<file path="src/rtl/mmio_uart_tx.sv">
// Memory-mapped 8N1 UART transmitter.
// CPU stores to DATA_ADDR queue a byte in a small FIFO; a store to STATUS_ADDR
// clears the sticky overflow flag. Stores are edge-detected because the CPU
// strobe may stay high for many clk cycles. The serializer drains the FIFO one
// bit per baud_tick and chains frames back-to-back while data is waiting.
//
// state   | meaning
// --------+-----------------------------------------------------------
// S_IDLE  | line high, waiting for a byte in the FIFO
// S_START | start bit on the line, shift register loaded
// S_DATA  | data bits on the line, LSB first, bit_cnt_q = bit index
// S_STOP  | stop bit on the line; next frame may start directly
module mmio_uart_tx #(
  parameter logic [31:0] DATA_ADDR   = 32'd12,
  parameter logic [31:0] STATUS_ADDR = 32'd16,
  parameter int unsigned FIFO_DEPTH  = 8
) (
  input  logic        clk,
  input  logic        reset,
  input  logic [1:0]  mem_write,
  input  logic [31:0] addr,
  input  logic [31:0] wdata,
  input  logic        baud_tick,
  output logic [31:0] rdata,
  output logic        tx
);

  localparam int unsigned AW = $clog2(FIFO_DEPTH);

  localparam logic [1:0] S_IDLE  = 2'd0;
  localparam logic [1:0] S_START = 2'd1;
  localparam logic [1:0] S_DATA  = 2'd2;
  localparam logic [1:0] S_STOP  = 2'd3;

  logic [7:0]    fifo_q [FIFO_DEPTH];
  logic [AW-1:0] wptr_q, rptr_q;
  logic [4:0]    count_q, count_d;
  logic          ovf_q, ovf_d;
  logic          wr_hit_q, clr_hit_q;
  logic [1:0]    state_q, state_d;
  logic [7:0]    shreg_q, shreg_d;
  logic [2:0]    bit_cnt_q, bit_cnt_d;
  logic          tx_q, tx_d;

  logic wr_hit, clr_hit, push_edge, clr_edge;
  logic push, pop, empty, full, busy;
  logic unused_wdata;

  assign unused_wdata = ^wdata[31:8];

  assign wr_hit    = (mem_write != 2'b00) && (addr == DATA_ADDR);
  assign clr_hit   = (mem_write != 2'b00) && (addr == STATUS_ADDR);
  assign push_edge = wr_hit && !wr_hit_q;
  assign clr_edge  = clr_hit && !clr_hit_q;

  assign empty = (count_q == 5'd0);
  assign full  = (count_q == 5'(FIFO_DEPTH));
  assign busy  = (state_q != S_IDLE);

  // A full FIFO still takes the byte when the serializer pops in the same cycle.
  assign push = push_edge && (!full || pop);

  // FIFO occupancy and sticky overflow; a new overflow beats a same-cycle clear.
  always_comb begin
    count_d = count_q;
    if (push && !pop)
      count_d = count_q + 5'd1;
    else if (pop && !push)
      count_d = count_q - 5'd1;
    ovf_d = ovf_q;
    if (push_edge && full && !pop)
      ovf_d = 1'b1;
    else if (clr_edge)
      ovf_d = 1'b0;
  end

  // Serializer next state; only moves on baud ticks.
  always_comb begin
    state_d   = state_q;
    shreg_d   = shreg_q;
    bit_cnt_d = bit_cnt_q;
    tx_d      = tx_q;
    pop       = 1'b0;
    if (baud_tick) begin
      case (state_q)
        S_IDLE: begin
          tx_d = 1'b1;
          if (!empty) begin
            pop     = 1'b1;
            shreg_d = fifo_q[rptr_q];
            tx_d    = 1'b0;
            state_d = S_START;
          end
        end
        S_START: begin
          tx_d      = shreg_q[0];
          bit_cnt_d = 3'd0;
          state_d   = S_DATA;
        end
        S_DATA: begin
          if (bit_cnt_q != 3'd7) begin
            shreg_d   = {1'b0, shreg_q[7:1]};
            tx_d      = shreg_q[1];
            bit_cnt_d = bit_cnt_q + 3'd1;
          end else begin
            tx_d    = 1'b1;
            state_d = S_STOP;
          end
        end
        S_STOP: begin
          if (!empty) begin
            pop     = 1'b1;
            shreg_d = fifo_q[rptr_q];
            tx_d    = 1'b0;
            state_d = S_START;
          end else begin
            state_d = S_IDLE;
          end
        end
        default: begin
          tx_d    = 1'b1;
          state_d = S_IDLE;
        end
      endcase
    end
  end

  // FIFO storage needs no reset; occupancy is tracked by count_q.
  always_ff @(posedge clk) begin
    if (push)
      fifo_q[wptr_q] <= wdata[7:0];
  end

  // Control registers; reset drops any frame in flight and raises the line.
  always_ff @(posedge clk or negedge reset) begin
    if (!reset) begin
      wptr_q    <= '0;
      rptr_q    <= '0;
      count_q   <= 5'd0;
      ovf_q     <= 1'b0;
      wr_hit_q  <= 1'b0;
      clr_hit_q <= 1'b0;
      state_q   <= S_IDLE;
      shreg_q   <= 8'h00;
      bit_cnt_q <= 3'd0;
      tx_q      <= 1'b1;
    end else begin
      wr_hit_q  <= wr_hit;
      clr_hit_q <= clr_hit;
      count_q   <= count_d;
      ovf_q     <= ovf_d;
      if (push)
        wptr_q <= wptr_q + 1'b1;
      if (pop)
        rptr_q <= rptr_q + 1'b1;
      state_q   <= state_d;
      shreg_q   <= shreg_d;
      bit_cnt_q <= bit_cnt_d;
      tx_q      <= tx_d;
    end
  end

  // Status word is only driven while the status address is on the bus.
  always_comb begin
    rdata = 32'h0;
    if (addr == STATUS_ADDR)
      rdata = {23'b0, count_q, ovf_q, busy, full, empty};
  end

  assign tx = tx_q;

endmodule
</file>
<file path="config.mk">
export PLATFORM = sky130hd
export DESIGN_NAME = mmio_uart_tx
export DESIGN_NICKNAME = d
export VERILOG_FILES = /design/src/rtl/mmio_uart_tx.sv
export SDC_FILE = /design/constraint.sdc
export NUM_CORES = 1
export LEC_CHECK = 0
export ABC_AREA = 1
export ABC_CLOCK_PERIOD_IN_PS = 2900
export CORE_MARGIN = 2
export CORE_UTILIZATION = 44
export DETAILED_ROUTE_END_ITERATION = 7
export HOLD_SLACK_MARGIN = 0.03
export MAX_ROUTING_LAYER = met4
export PLACE_DENSITY = 0.81
export SYNTH_ARGS = -nofsm -noshare
export SYNTH_HDL_FRONTEND = slang
export SYNTH_SLANG_ARGS = --single-unit
</file>
<file path="constraint.sdc">
create_clock -name clk -period 2.9 [get_ports clk]
set_input_delay 0.435 -clock clk [delete_from_list [all_inputs] [get_ports clk]]
set_output_delay 0.435 -clock clk [all_outputs]
set_load 0.005 [all_outputs]
</file>
==> run_results.csv <==
group,metric,value,unit
status,status,"complete, no violations",
place,gp_congestion,0.804,
synthesis,yosysTopAreaCellShare,42.9,%
critical_path,r2r_slack,0.24,ns
critical_path,crit_buf_inv,4,
drt,detail_route.first_pass.iterations,4,
sta,final_max_slew_viol_count,0,
clocking,tritoncts,"done",
finish,diodes,0,
finish,most-common-layout-cells,"97 x nor2_1, 72 x nand2_1, 64 x edfxtp_1, 54 x clkdlybuf4s50_1, 35 x o21ai_0",
floorplanning,coreArea,9820,µm²
flow_run,drv_cap,0,
grt,grt_pass1_vias,3187,
synthesis,synth_seq_cells,92,
critical_path,startpoint_type,"primary input",
critical_path,worstSetupPathType,"primary input to output port",
synthesis,synth-seq-area-share,58.6,%
critical_path,cp_slowest_stage_delay,0.52,ns
grt,grt_pass1_wl,14600,µm
sta,post-route-min-period,2.74,ns
drt,drt-met1-wl,3630,µm
synthesis,ys_types,38,
power,p_leak,2.17,nW
drt,drt-wirelength-per-cell,13.3,µm
critical_path,critPathMaxFanout,10,
critical_path,reg2regPathDepth,17,
critical_path,cp_slowest_cell,"clkdlybuf4s50_1",
drt,dr_total_vias,3286,
drt,wl_met3,676,µm
clocking,root_buffer,"clkbuf_8",
clocking,cts_buffer_depth,2,
synthesis,syn-cell-area,4480,µm²
place,port_buffers,54,
critical_path,path_cells,"clkdlybuf4s50_1, nor2_1, nand2_1, nor2_1, nand2_1, buf_4, nor2_1, inv_2, nor2_1, clkdlybuf4s50_1",
place,place_inst,647,
grt,grt.overflow.total,0,
drt,top_layer,"met4",
critical_path,critPathMostFrequentCell,"nor2_1",
clocking,cts_sinks,92,
sta,fmax,365,MHz
finish,final_common_cell,"nor2_1",
finish,regArea,2620,µm²
critical_path,endpoint_kind,"output port",
floorplanning,io_pins,102,
drt,drcViolationCount,0,
clocking,clk_latency,0.36,ns
drt,drtAntennaViolNets,0,
finish,multi_input_area,1580,µm²
critical_path,cp.arrival,2.30,ns
floorplanning,die_area,11000,µm²
finish,synthToLayoutAreaGrowth,20.9,%
finish,final_nets,610,
critical_path,timing.rr.end,"count_q[3]$_DFFE_PN0P_",
place,dp_hpwl,6060,µm
finish,drive_gt1_share,11.3,%
floorplanning,rows,36,
drt,wl,8850,µm
clocking,clk_pin_slew,0.10,ns
sta,min_period_over_period,94.4,%
power,power.density,776,nW/µm²
sta,rsz0062_at_grt,"no",
drt,drtIter0Drc,235,
drt,wl_met2,4480,µm
synthesis,synth_area_leader_cell,"edfxtp_1",
sta,worst_slew_pin_slew,0.537,ns
critical_path,crit_family,"buffers and inverters",
sta,hold_viol_final,0,
sta,skew,0.0127,ns
clocking,cts_buffers,9,
floorplanning,die_w,105,µm
drt,vias_per_cell,4.93,
finish,instances_no_fill,666,
critical_path,critPathRequiredTime,2.47,ns
synthesis,synth_warnings,0,
floorplanning,start_util,45.6,%
power,peakVddDrop,0.481,mV
sta,setup_viol_count_final,0,
clocking,htreeDepth,3,
synthesis,avgSynthCellArea,9.88,µm²
floorplanning,die_h,105,µm
grt,grt_max_degree,34,
sta,slew_headroom,64.2,%
worst_hold_path,hold_path.class,"primary input to asynchronous set/reset pin",
sta,setup_tns,0,ns
synthesis,synthCells,453,
grt,antenna_found_initial,0,
finish,n_fill_cell,842,
synthesis,synth_area_leaders,"edfxtp_1 43%, dfrtp_1 15%, nor2_1 8.1%",
grt,grt_usage,17.3,%
critical_path,timing.rr.start,"state_q[0]$_DFFE_PN0P_",
-- synth_stat cells --
master    count
nor2_1       97
nand2_1      72
edfxtp_1     64
o21ai_0      35
inv_1        30
dfrtp_1      27
buf_4        23
nand3_1      17
ha_1         12
o22ai_1      11
buf_2        10
a21oi_1       7
o211ai_1      7
inv_2         4
o21ai_1       4
xor2_1        4
nand4_1       3
nor2_2        3
clkinv_1      2
nand2_2       2
nand3_4       2
a21boi_1      1
and2_1        1
buf_6         1
clkbuf_1      1
conb_1        1
dfstp_2       1
fa_1          1
mux2_2        1
nand3_2       1
nand4_2       1
nor2_4        1
nor3_2        1
nor3_4        1
o21bai_1      1
o31ai_1       1
or2_2         1
xnor2_1       1
-- stage by stage --
stage          hold slack [ns]  setup WS (ns)  area [µm²]  util [%]  power, mW
5_1_grt                  0.480         0.0266        5410      55.1       4.50
6_report                 0.441          0.161        5410      55.1       4.20
2_1_floorplan            0.139          0.226        4560         -       2.91
3_5_place_dp             0.464         -0.126        5180      52.7       3.32
4_1_cts                  0.452          0.102        5380      54.8       4.16
3_3_place_gp             0.462        -0.0309        5180      52.7       3.25
-- power by group --
group / switching (mW) / internal [mW] / leakage (nW)
Sequential: 0.139 / 1.56 / 0.921
Clock: 0.484 / 0.342 / 0.103
Combinational: 1.03 / 0.644 / 1.15
-- worst max path at each step --
| stage | start | to | depth (start not counted) |
|---|---|---|---|
| 5_1_grt | addr[23] | rdata[4] | 10 |
| 4_1_cts | state_q[1]$_DFFE_PN0P_ | count_q[3]$_DFFE_PN0P_ | 17 |
| 6_report | addr[19] | rdata[5] | 10 |
| 3_5_place_dp | addr[13] | count_q[3]$_DFFE_PN0P_ | 18 |
| 2_1_floorplan | state_q[1]$_DFFE_PN0P_ | count_q[3]$_DFFE_PN0P_ | 17 |
| 3_3_place_gp | addr[15] | count_q[3]$_DFFE_PN0P_ | 18 |
-- area by class of cell --
type | count | share of cell area [%]
multi-input cells | 312 | 29.1
clock buffers | 9 | 2.29
clock inverters | 7 | 1.41
well taps | 133 | 3.07
repair buffers | 77 | 13.2
flip-flops and latches | 92 | 48.5
inverters | 36 | 2.50
-- repair_timing --
action | CTS | global route
endpoints found under the hold margin | 0 | 0
endpoints found under the setup margin | 0 | 2
hold buffers | 0 | 0
resized for setup | 0 | 2
buffers inserted | 0 | 3
-- routing by layer --
| metal | vias up | GRT usage, % |
|---|---|---|
| met5 | - | - |
| met4 | 0 | 4.76 |
| met3 | 7 | 4.30 |
| met2 | 104 | 29.7 |
| met1 | 1553 | 20.1 |
| li1 | 1622 | - |
-- sequential cells by signal, summed over array words and instances (netlist names) --
register,count
bit_cnt_q,3
wr_hit_q,1
fifo_q,64
clr_hit_q,1
state_q,2
tx,1
wptr_q,3
ovf_q,1
rptr_q,3
shreg_q,8
count_q,5
-- cell families (layout without fill, tap and decap cells) --
| family | Yosys count | after routing | share of synthesized area [%] |
|---|---|---|---|
| flip-flops | 92 | 92 | 58.6 |
| AND/OR/NAND/NOR | 203 | 203 | 19.6 |
| other | 1 | 23 | 0.0838 |
| multiplexers | 1 | 1 | 0.252 |
| AO/OA/AOI/OAI | 67 | 67 | 8.36 |
| adder cells (fa/ha/maj) | 13 | 13 | 3.80 |
| XOR/XNOR | 5 | 5 | 0.978 |
| buffers and inverters | 71 | 129 | 8.33 |
(Power assumes the default switching activity.)
